**src/rtl/affine_sb_scheduler.sv**
```systemverilog
// Walks an affine CU in raster order of 4x4 (2**SB_SIZE_LOG2) sub-blocks, issuing one start
// per sub-block and waiting for a done rising edge. Optional WAIT watchdog: `SB_TIMEOUT_EN.
module affine_sb_scheduler #(
  parameter int unsigned SB_SIZE_LOG2   = 2,
  parameter int unsigned TIMEOUT_CYCLES = 255
) (
  input  logic        clk,
  input  logic        reset,
  input  logic        cu_start,
  input  logic [2:0]  cu_w_log2,
  input  logic [2:0]  cu_h_log2,
  input  logic [15:0] cu_cpmv_0,
  input  logic [15:0] cu_cpmv_1,
  input  logic        sb_done,
  output logic        cu_ready,
  output logic        sb_start,
  output logic [7:0]  sb_coord_x,
  output logic [7:0]  sb_coord_y,
  output logic [15:0] sb_cpmv_0,
  output logic [15:0] sb_cpmv_1,
  output logic [9:0]  sb_index,
  output logic        cu_done,
  output logic        cu_error
);

  typedef enum logic [1:0] {StIdle, StIssue, StWait, StFinish} state_e;

  localparam logic [2:0] SbLog2 = 3'(SB_SIZE_LOG2);

  state_e      state_q, state_d;
  logic [2:0]  w_log2_q, h_log2_q;
  logic [15:0] cpmv0_q, cpmv1_q;
  logic [4:0]  col_q, col_d, row_q, row_d;
  logic [9:0]  index_q, index_d;
  logic [4:0]  last_col, last_row;
  logic        done_q, done_rise, accept, last_sb, timeout;

  // Sizes below the 8-sample minimum are raised to 3; the 3-bit field already caps at 7.
  function automatic logic [2:0] clamp_log2(input logic [2:0] v);
    return (v < 3'd3) ? 3'd3 : v;
  endfunction

  assign accept    = (state_q == StIdle) && cu_start;
  assign done_rise = sb_done & ~done_q;
  assign last_col  = 5'((6'd1 << (w_log2_q - SbLog2)) - 6'd1);
  assign last_row  = 5'((6'd1 << (h_log2_q - SbLog2)) - 6'd1);
  assign last_sb   = (col_q == last_col) && (row_q == last_row);

`ifdef SB_TIMEOUT_EN
  localparam int unsigned CntW = ($clog2(TIMEOUT_CYCLES + 1) > 8) ?
                                 $clog2(TIMEOUT_CYCLES + 1) : 8;

  logic [CntW-1:0] wait_cnt_q;
  logic            error_q, error_d;

  // The counter holds the number of completed WAIT cycles, so the limit fires on the Nth one.
  assign timeout = (state_q == StWait) && (wait_cnt_q == CntW'(TIMEOUT_CYCLES - 1));

  always_comb begin
    error_d = error_q;
    if (accept) begin
      error_d = 1'b0;
    end else if (timeout && !done_rise) begin
      error_d = 1'b1;
    end
  end

  always_ff @(posedge clk) begin
    if (reset) begin
      wait_cnt_q <= '0;
      error_q    <= 1'b0;
    end else begin
      error_q <= error_d;
      if (state_q == StIssue) begin
        wait_cnt_q <= '0;
      end else if (state_q == StWait) begin
        wait_cnt_q <= wait_cnt_q + 1'b1;
      end
    end
  end

  assign cu_error = error_q;
`else
  assign timeout  = 1'b0;
  assign cu_error = 1'b0;
`endif

  always_comb begin
    state_d = state_q;
    col_d   = col_q;
    row_d   = row_q;
    index_d = index_q;
    unique case (state_q)
      StIdle: begin
        if (cu_start) begin
          state_d = StIssue;
          col_d   = '0;
          row_d   = '0;
          index_d = '0;
        end
      end
      StIssue: state_d = StWait;
      StWait: begin
        // A done edge coinciding with the watchdog limit completes normally.
        if (done_rise) begin
          if (last_sb) begin
            state_d = StFinish;
          end else begin
            state_d = StIssue;
            index_d = index_q + 10'd1;
            if (col_q == last_col) begin
              col_d = '0;
              row_d = row_q + 5'd1;
            end else begin
              col_d = col_q + 5'd1;
            end
          end
        end else if (timeout) begin
          state_d = StFinish;
        end
      end
      StFinish: state_d = StIdle;
      default:  state_d = StIdle;
    endcase
  end

  always_ff @(posedge clk) begin
    if (reset) begin
      state_q  <= StIdle;
      w_log2_q <= '0;
      h_log2_q <= '0;
      cpmv0_q  <= '0;
      cpmv1_q  <= '0;
      col_q    <= '0;
      row_q    <= '0;
      index_q  <= '0;
      done_q   <= 1'b0;
    end else begin
      state_q <= state_d;
      col_q   <= col_d;
      row_q   <= row_d;
      index_q <= index_d;
      done_q  <= sb_done;
      if (accept) begin
        w_log2_q <= clamp_log2(cu_w_log2);
        h_log2_q <= clamp_log2(cu_h_log2);
        cpmv0_q  <= cu_cpmv_0;
        cpmv1_q  <= cu_cpmv_1;
      end
    end
  end

  assign cu_ready   = (state_q == StIdle);
  assign sb_start   = (state_q == StIssue);
  assign cu_done    = (state_q == StFinish);
  assign sb_coord_x = {3'b000, col_q} << SB_SIZE_LOG2;
  assign sb_coord_y = {3'b000, row_q} << SB_SIZE_LOG2;
  assign sb_cpmv_0  = cpmv0_q;
  assign sb_cpmv_1  = cpmv1_q;
  assign sb_index   = index_q;

endmodule
```
**config.mk**
```make
export PLATFORM = sky130hd
export DESIGN_NAME = affine_sb_scheduler
export DESIGN_NICKNAME = d
export VERILOG_FILES = /design/src/rtl/affine_sb_scheduler.sv
export SDC_FILE = /design/constraint.sdc
export NUM_CORES = 1
export LEC_CHECK = 0
export ABC_AREA = 1
export BUFFER_PORTS_ARGS = -buffer_cell sky130_fd_sc_hd__buf_4
export CORE_UTILIZATION = 38
export DETAILED_ROUTE_END_ITERATION = 8
export SLEW_MARGIN = 40
export SYNTH_ARGS = -nofsm -noshare
export SYNTH_HDL_FRONTEND = slang
export SYNTH_SLANG_ARGS = --single-unit
```
**constraint.sdc**
```tcl
create_clock -name clk -period 2.7 [get_ports clk]
set_clock_uncertainty 0.15 [all_clocks]
set_input_delay 0.27 -clock clk [delete_from_list [all_inputs] [get_ports clk]]
set_output_delay 0.27 -clock clk [all_outputs]
set_load 0.01 [all_outputs]
```
**Word level (Yosys, flattened, before mapping)**

Index checks and enable logic that the tools add are counted.

- Flip-flop bits (word level): 61
- Bits of input ports: 42
- Output and inout bits: 62
- Logic and storage cells: 57

- Add/subtract/negate cells: 7
- $lt $le $gt $ge: 2
- Equality and inequality tests: 9
- Shift operators: 2
- Multiplexer cells: 19
- Bitwise gates (word level): 2
- Reductions and logical operators: 7

Operators with widths:

| operator | number |
|---|---|
| 5-bit two-way mux | 7 |
| 10-bit two-way mux | 3 |
| 10-bit case mux with 2 select lines | 1 |
| 5-bit case mux with 2 select lines | 2 |
| 10-bit by 1-bit adder with 10-bit output, second input constant | 1 |
| 5-bit by 1-bit adder with 5-bit output, second input constant | 2 |
| 5-bit equality test | 2 |
| 1-bit by 3-bit left shift with 5-bit output, first input constant | 2 |
| 5-bit by 1-bit subtractor with 5-bit output, second input constant | 2 |
| 2-bit inequality test, second input constant | 4 |
| 2-bit case mux with 4 select lines | 1 |
| 3-bit by 2-bit less-than comparator with 1-bit output, second input constant | 2 |
| 2-bit two-way mux | 3 |
| 3-bit two-way mux | 2 |
| 3-bit by 2-bit subtractor with 3-bit output, second input constant | 2 |
| 5-bit AND reduction | 1 |
| 2-bit equality test, second input constant | 2 |
| 4-bit AND reduction | 1 |
| 2-bit by 1-bit equality test with 1-bit output, second input constant | 1 |
| 1-bit logical AND | 2 |
| 2-bit logical NOT | 1 |
| 2-bit AND reduction | 1 |
| 2-bit nonzero test | 1 |
| 1-bit AND | 1 |
| 1-bit inverter | 1 |

**Depth between registers and ports, before layout**

Gate-level depths: netlist (run 1).

- Depth after elaboration: 8
- Depth in mapped cells: 17
- Depth with buffers taken out: 16

**Worst setup path before layout (run 1)**

OpenSTA, ideal clock, no wires.

- Path type: register -> register
- Start: register w_log2_q[2]
- End: register index_q[4], in the netlist sb_index[4]
- Library setup time: 136 ps
- Arrival: 1,766 ps
- Required time: 2,414 ps
- Slack: 647 ps
- Cell stages (with the launch flop): 18
- Buffers on the path: 1
- Period minus slack after synthesis: 2,053 ps
- Cell sequence: dfxtp_1 -> inv_2 -> nand3_2 -> ha_1 -> inv_1 -> nand2_1 -> nand2_1 -> inv_1 -> nand2_1 -> nand2_1 -> nand3_2 -> nor2_4 -> nand2_4 -> nand2_8 -> inv_2 -> buf_6 -> nand2_1 -> a21oi_2

- Longest elaborated chain between the ends: 7

RTL lines:

| what | RTL line | text |
|---|---|---|
| start, declared | 31 | `logic [2:0] w_log2_q, h_log2_q;` |
| start signal, assigned | 145 | `w_log2_q <= clamp_log2(cu_w_log2);` |
| 3-bit by 2-bit subtractor with 3-bit output | 45 | `assign last_col = 5'((6'd1 << (w_log2_q - SbLog2)) - 6'd1);` |
| 1-bit by 3-bit left shift with 5-bit output | 45 |  |
| 5-bit by 1-bit subtractor with 5-bit output | 45 |  |
| 5-bit equality test | 47 | `assign last_sb = (col_q == last_col) && (row_q == last_row);` |
| 1-bit logical AND | 47 |  |
| 2-bit inequality test (no line) | -- |  |
| 4-bit AND reduction (no line) | -- |  |
| end signal, assigned | 142 | `index_q <= index_d;` |
| end, declared | 34 | `logic [9:0] index_q, index_d;` |

No other way between the ends.
A chain may end at the register's enable or synchronous reset.

**Worst setup path after layout (run 1)**

- Start: register h_log2_q[2]
- End: register index_q[4], in the netlist sb_index[4]

- Longest elaborated chain between the ends: 7

RTL lines:

| what | RTL line | text |
|---|---|---|
| start, declared | 31 |  |
| start signal, assigned | 146 | `h_log2_q <= clamp_log2(cu_h_log2);` |
| 3-bit by 2-bit subtractor with 3-bit output | 46 | `assign last_row = 5'((6'd1 << (h_log2_q - SbLog2)) - 6'd1);` |
| 1-bit by 3-bit left shift with 5-bit output | 46 |  |
| 5-bit by 1-bit subtractor with 5-bit output | 46 |  |
| 5-bit equality test | 47 |  |
| 1-bit logical AND | 47 |  |
| 2-bit inequality test (no line) | -- |  |
| 4-bit AND reduction (no line) | -- |  |

No other way between the ends.

==> parameters.txt, run 1 <==
Parameter                              Value

Status
  Run status ... finished, final reports clean

Clock tree
  Max clock buf depth ... 2
  Root cell of the clock tree ... sky130_fd_sc_hd__clkbuf_8
  Number of sinks handled by clock tree synthesis ... 61
  Clock-pin slew of the registers on the worst-case setup and hold paths ... 0.07 ns
  Post-CTS setup buffer count ... 0
  H-tree levels ... 3
  Clock insertion delay at the later pin of the skew report ... 0.33 ns
  Hold bufs inserted after CTS ... 1
  Number of CTS-inserted buffers ... 9
  Cts repair resizes ... 0
  CTS tree ... yes

Route
  Number of detailed-routing iterations run before antenna repair ... 4
  Average wire length per cell after detail routing ... 11.7 um
  DR vias/cell ... 4.66
  Remaining antenna violation count ... 0
  Vias ... 2,906
  Final Routed Wirelength ... 7270 um
  Total DRC errors in the routed layout ... 0
  Initial detailed-routing violation count ... 76

Timing
  RSZ-0062 raised after global routing ... no
  Setup TNS ... 0 ns
  Slew at the pin with the worst max-slew slack ... 0.673 ns
  Worst max-slew margin expressed relative to the limit ... 54.8%
  Period minus WS final ... 2.27 ns
  Worst hold-check slack ... 0.0304 ns
  Final worst slack ... 0.426 ns
  Final period util ... 84.2%
  Pins over their slew limit ... 0
  Maximum clock frequency ... 0.440 GHz
  Hold violation count in the final report ... 0
  Count of endpoints failing setup in the final report ... 0

Finish
  Number of diodes added for antenna fixing ... 0
  Layout overhead on the synthesized area ... 32.7%
  Fill cell total of the finished layout ... 790
  Share of post-route cells with drive strength above 1 ... 28.4%
  Cell area after layout ... 4020 um^2
  Final net count ... 564

GRT
  Via count of the first global-routing pass ... 2,735
  First-pass GRT wire length ... 12,200 um
  Antenna violations before repair ... 0
  Largest net degree at the start of global routing ... 40
  Overall overflow remaining after global route ... 0
  Global routing usage summed across all routing layers ... 18.4%

Pwr
  Overall power of the completed layout ... 2.38 mW
  Lkg Pwr ... 1.81 nW
  Worst voltage drop across the vdd grid ... 0.000376 V
  Ratio of total power to cell area ... 593 nW/um^2

Logic synthesis
  Share of the synthesized area in the top cell type ... 40.3%
  Count of unique library cells instantiated by Yosys ... 29
  YS warnings ... 0
  Number of synthesized register bits ... 61
  Yosys top cell by area ... sky130_fd_sc_hd__dfxtp_1
  Leading cell types by total area after synthesis ... sky130_fd_sc_hd__dfxtp_1 (40%), sky130_fd_sc_hd__nor2_1 (11%), sky130_fd_sc_hd__nand2_1 (9.0%)
  Per-instance average area after synthesis ... 7.16 um^2
  Prevailing post-synth register cell ... sky130_fd_sc_hd__dfxtp_1
  Gate count of the mapped netlist ... 423
  Most frequent cell after synthesis ... sky130_fd_sc_hd__nor2_1
  Share of synthesized registers carrying an async set or reset ... 0%
  Synth Cell Area ... 3030 um^2
  Leading cell types by count after synthesis ... sky130_fd_sc_hd__nor2_1 (87), sky130_fd_sc_hd__nand2_1 (73), sky130_fd_sc_hd__dfxtp_1 (61)
  Sequential share of the synthesized area ... 40.3%
  Number of flops mapped to enable cells by yosys ... 0

Floorplan
  Die boundary width ... 91.3 um
  Total core area ... 7730 um^2
  IO Pins ... 104
  Floorplan row count ... 32
  Area of the die ... 8340 um^2
  DIE HEIGHT ... 91.3 um
  Initial core utilization ... 39.2%

Worst hold path
  Worst hold path type ... primary input to flop

Critical path
  Sort of element at the start of the critical path ... flop
  Arrival time worst endpoint ... 2.39 ns
  Critical path class ... flop to flop
  Worst Path Required ... 2.82 ns
  Crit-path max FO ... 18
  Crit path capture type ... flop

Placed design
  Cell area reported after detailed placement ... 3790 um^2
  Dpl hpwl ... 5240 um
  GPL Wtd Cong ... 0.841
  Post-Place Worst Slack ... 0.434 ns
  # port buffers ... 96

Run
  Number of violations of the max-capacitance limit ... 0
-- logic make-up after synthesis --
logic type	Yosys count	synth area share, %
other	1	0.124
AO/OA/AOI/OAI	67	12.4
AND/OR/NAND/NOR	217	31.9
flip-flops	61	40.3
buffers and inverters	56	8.59
adder cells (fa/ha/maj)	5	2.06
XOR/XNOR	16	4.62
-- metal layers --
metal  GRT usage, %  share of wire (%)  up-vias
li1               -                  -     1521
met1           19.7                 42     1292
met2           31.5                 49       84
met3           7.37                7.5        9
met4           8.47                1.5        0
met5              0                  0        -
-- placed cells by master (no fill, tap or decap), drive strengths merged --
master       instances
a21oi               25
buf                 99
bufinv               2
clkbuf              12
clkinv               3
conb                 7
dfxtp               61
dlygate4sd3          1
ha                   5
inv                 31
nand2               87
nand3               23
nand3b               1
nand4                9
nor2                91
nor3                 5
o211ai               1
o21ai               41
or2                  1
xnor2                5
xor2                11
-- worst paths after layout --
check | start | endpoint | slack [ns] | cells past startpoint
setup / recovery | h_log2_q[2]$_SDFFE_PP0P_ | sb_index[4]$_SDFFE_PP0P_ | 0.43 | 13
hold / removal | cu_cpmv_0[13] | sb_cpmv_0[13]$_SDFFE_PP0P_ | 0.03 | 3
setup reg to reg | h_log2_q[2]$_SDFFE_PP0P_ | sb_index[4]$_SDFFE_PP0P_ | 0.43 | 13
hold reg to reg | sb_cpmv_0[3]$_SDFFE_PP0P_ | sb_cpmv_0[3]$_SDFFE_PP0P_ | 0.34 | 2
-- sequential cells by signal, indices dropped and copies added (netlist names) --
name,flops
sb_cpmv_0,16
sb_cpmv_1,16
sb_index,10
col_q,5
row_q,5
h_log2_q,3
w_log2_q,3
state_q,2
done_q,1
-- per-stage QoR --
| stage | std cells | util (%) |
|---|---|---|
| finish | 623 | 52.0 |
| floorplan | 429 | - |
| global route | 623 | 52.0 |
| detailed placement | 607 | 49.0 |
| CTS | 623 | 52.0 |
| global placement | 607 | 49.0 |
-- cell type report --
cell class | instances | area [um^2] | share of cell area [%]
repair buffers | 100 | 753 | 18.7
clock inverters | 3 | 68.8 | 1.71
well taps | 102 | 128 | 3.17
clock buffers | 12 | 155 | 3.86
flip-flops and latches | 61 | 1220 | 30.4
multi-input cells | 312 | 1570 | 39.1
inverters | 33 | 124 | 3.08
-- worst max-delay path, stage by stage, from the launching register on --
cell                      delay, ns
sky130_fd_sc_hd__dfxtp_1       0.35
sky130_fd_sc_hd__inv_1         0.12
sky130_fd_sc_hd__nand3_1       0.11
sky130_fd_sc_hd__ha_1          0.32
sky130_fd_sc_hd__or2_2         0.27
sky130_fd_sc_hd__nand3_1       0.07
sky130_fd_sc_hd__nor2_1        0.05
sky130_fd_sc_hd__nand2_1       0.06
sky130_fd_sc_hd__nor2_2        0.06
sky130_fd_sc_hd__nand2_4       0.12
sky130_fd_sc_hd__nand2_8       0.13
sky130_fd_sc_hd__inv_2         0.20
sky130_fd_sc_hd__nand2_1       0.10
sky130_fd_sc_hd__a21oi_2       0.11
-- power by group --
group	internal (mW)	leakage, nW	switching, mW	total [mW]
combinational	0.197	1.20	0.255	0.452
clock	0.567	0.113	0.351	0.918
sequential	0.966	0.501	0.0491	1.01
total	1.73	1.81	0.655	2.38
(Power assumes the default switching activity.)
==> run 2: changes to the inputs <==
==> constraint.sdc (replaced) <==
create_clock -name clk -period 2.2 [get_ports clk]
set_clock_uncertainty 0.15 [all_clocks]
set_input_delay 0.22 -clock clk [delete_from_list [all_inputs] [get_ports clk]]
set_output_delay 0.22 -clock clk [all_outputs]
set_load 0.01 [all_outputs]
==> parameters.txt, run 2 (synthesis gave the netlist of run 1 again) <==
Parameter                              Value

Placed design
  Dpl hpwl ... 5420 um
  # port buffers ... 96
  Number of placed instances, taps included ... 619
  GPL Wtd Cong ... 0.871

Finish
  Post-route non-filler standard cell count ... 669
  Commonest non-fill, non-tap cells in the layout ... sky130_fd_sc_hd__buf_4 (114), sky130_fd_sc_hd__nor2_1 (87), sky130_fd_sc_hd__nand2_1 (72)
  Share of post-route cells with drive strength above 1 ... 31.6%
  Layout overhead on the synthesized area ... 49.3%
  Final net count ... 610
  Number of diodes added for antenna fixing ... 0
  Most common cell after layout, fill and taps aside ... sky130_fd_sc_hd__buf_4

Floorplan
  Floorplan row count ... 32
  Initial core utilization ... 39.2%
  Area of the die ... 8340 um^2
  DIE HEIGHT ... 91.3 um
  Total core area ... 7730 um^2
  Die boundary width ... 91.3 um
  IO Pins ... 104

Critical path
  Crit path capture type ... flop
  Worst r2r path cells ... 13
  Worst Path Required ... 2.28 ns
  Sort of element at the start of the critical path ... flop
  Arrival time worst endpoint ... 2.22 ns
  FF-to-FF setup slack ... 0.06 ns
  Slowest cell delay on critical path ... 0.34 ns
  CP max-delay cell ... sky130_fd_sc_hd__dfxtp_2
  Crit path from ... h_log2_q[0]$_SDFFE_PP0P_
  Cell-by-cell trace of the critical path ... inv_1 -> nand3_2 -> ha_4 -> or2_2 -> nand3_1 -> nor2_1 -> nand2_1 -> nor2_4 -> nand2_4 -> nand2_8 -> buf_6 -> o21ai_1 -> nor2_1
  Crit-path max FO ... 7
  RR Endpoint ... col_q[1]$_SDFFE_PP0P_
  Startpoint of the lowest-slack register-to-register path ... h_log2_q[0]$_SDFFE_PP0P_
  Buf/Inv on CP ... 2
  Top Family by Delay on Critical Path ... simple AND/OR/NAND/NOR gates
  Critical path class ... flop to flop
  Dominant cell type by count on the critical path ... sky130_fd_sc_hd__nor2_1

Route
  Initial detailed-routing violation count ... 86
  Total DRC errors in the routed layout ... 0
  Number of detailed-routing iterations run before antenna repair ... 4
  Average wire length per cell after detail routing ... 12.1 um
  Remaining antenna violation count ... 0
  DR vias/cell ... 4.70
  Vias ... 3,145
  Final Routed Wirelength ... 8090 um

GRT
  Largest net degree at the start of global routing ... 40
  First-pass GRT wire length ... 13,300 um
  Global routing usage summed across all routing layers ... 19.8%
  Antenna violations before repair ... 0
  Via count of the first global-routing pass ... 3,028
  Overall overflow remaining after global route ... 0

Status
  Run status ... finished, final reports clean

Clock tree
  Clock-pin slew of the registers on the worst-case setup and hold paths ... 0.07 ns
  Number of sinks handled by clock tree synthesis ... 61
  Clock insertion delay at the later pin of the skew report ... 0.33 ns
  Number of CTS-inserted buffers ... 9
  CTS tree ... yes
  Root cell of the clock tree ... sky130_fd_sc_hd__clkbuf_8
  H-tree levels ... 3
  Max clock buf depth ... 2

Pwr
  Ratio of total power to cell area ... 667 nW/um^2
  Worst voltage drop across the vdd grid ... 0.000408 V
  Overall power of the completed layout ... 3.02 mW
  Lkg Pwr ... 2.03 nW

Timing
  Final period util ... 97.2%
  Period minus WS final ... 2.14 ns
  Maximum clock frequency ... 0.468 GHz
  Hold violation count in the final report ... 0
  Pins over their slew limit ... 0
  Count of endpoints failing setup in the final report ... 0

Worst hold path
  Hold EP ... sb_cpmv_0[4]$_SDFFE_PP0P_
  Cell depth of the worst min-delay path ... 3
  Origin of the worst min-delay path ... cu_cpmv_0[4]
  Worst hold path type ... primary input to flop

Run
  Number of violations of the max-capacitance limit ... 0
run 2: cell type report:
| class | count | area [um^2] |
|---|---|---|
| Tap cell | 102 | 128 |
| Inverter | 33 | 139 |
| Fill cell | 721 | 3200 |
| Clock inverter | 4 | 72.6 |
| Multi-Input combinational cell | 313 | 1650 |
| Timing Repair Buffer | 145 | 1170 |
| Clock buffer | 11 | 141 |
| Sequential cell | 61 | 1230 |
run 2: worst max path at each step:
stage | end | depth (start not counted)
6_report | col_q[1]$_SDFFE_PP0P_ | 13
2_1_floorplan | sb_index[4]$_SDFFE_PP0P_ | 17
3_5_place_dp | sb_index[3]$_SDFFE_PP0P_ | 12
5_1_grt | col_q[1]$_SDFFE_PP0P_ | 13
3_3_place_gp | sb_index[7]$_SDFFE_PP0P_ | 12
4_1_cts | sb_index[6]$_SDFFE_PP0P_ | 13
run 2: metal layers:
metal	global-route usage [%]	vias up	routed length, um
li1	-	1616	-
met4	8.99	0	184
met1	22.6	1412	3440
met3	5.44	17	490
met5	0	-	0
met2	34.4	100	3980
run 2: power by group:
part | leakage (nW) | switching, mW | total (mW) | internal (mW)
clock network | 0.105 | 0.441 | 1.10 | 0.661
logic | 1.42 | 0.352 | 0.671 | 0.319
registers | 0.503 | 0.0593 | 1.25 | 1.19
run 2: per-stage QoR:
step / worst slack, ns / util (%) / cell area [um^2] / TNS (ns) / hold slack (ns)
6_report: 0.0622 / 58.6 / 4530 / 0 / 0.00715
3_3_place_gp: 0.0672 / 50.2 / 3880 / 0 / 0.288
3_5_place_dp: -0.0216 / 50.2 / 3880 / -0.0999 / 0.294
5_1_grt: -0.0151 / 58.6 / 4530 / -0.0179 / 0.0430
2_1_floorplan: 0.147 / - / 3050 / 0 / 0.192
4_1_cts: 0.0195 / 56.7 / 4380 / 0 / 0.000976
run 2: timing repair:
action | 4_1_cts | 5_1_grt
hold endpoints to repair | 29 | 0
buffers inserted | 0 | 5
hold buffers | 29 | 0
pin swaps | 0 | 5
gates cloned | 0 | 1
gates resized for setup | 1 | 25
endpoints found under the setup margin | 12 | 20
run 2: worst register-to-register path: cells and delay by family (launching register included):
| family | cells | cell delay [ns] |
|---|---|---|
| AOI/OAI and AO/OA | 1 | 0.12 |
| adders and majority gates | 1 | 0.26 |
| buffers and inverters | 2 | 0.24 |
| DFF | 1 | 0.34 |
| and+or+nand+nor | 9 | 0.95 |
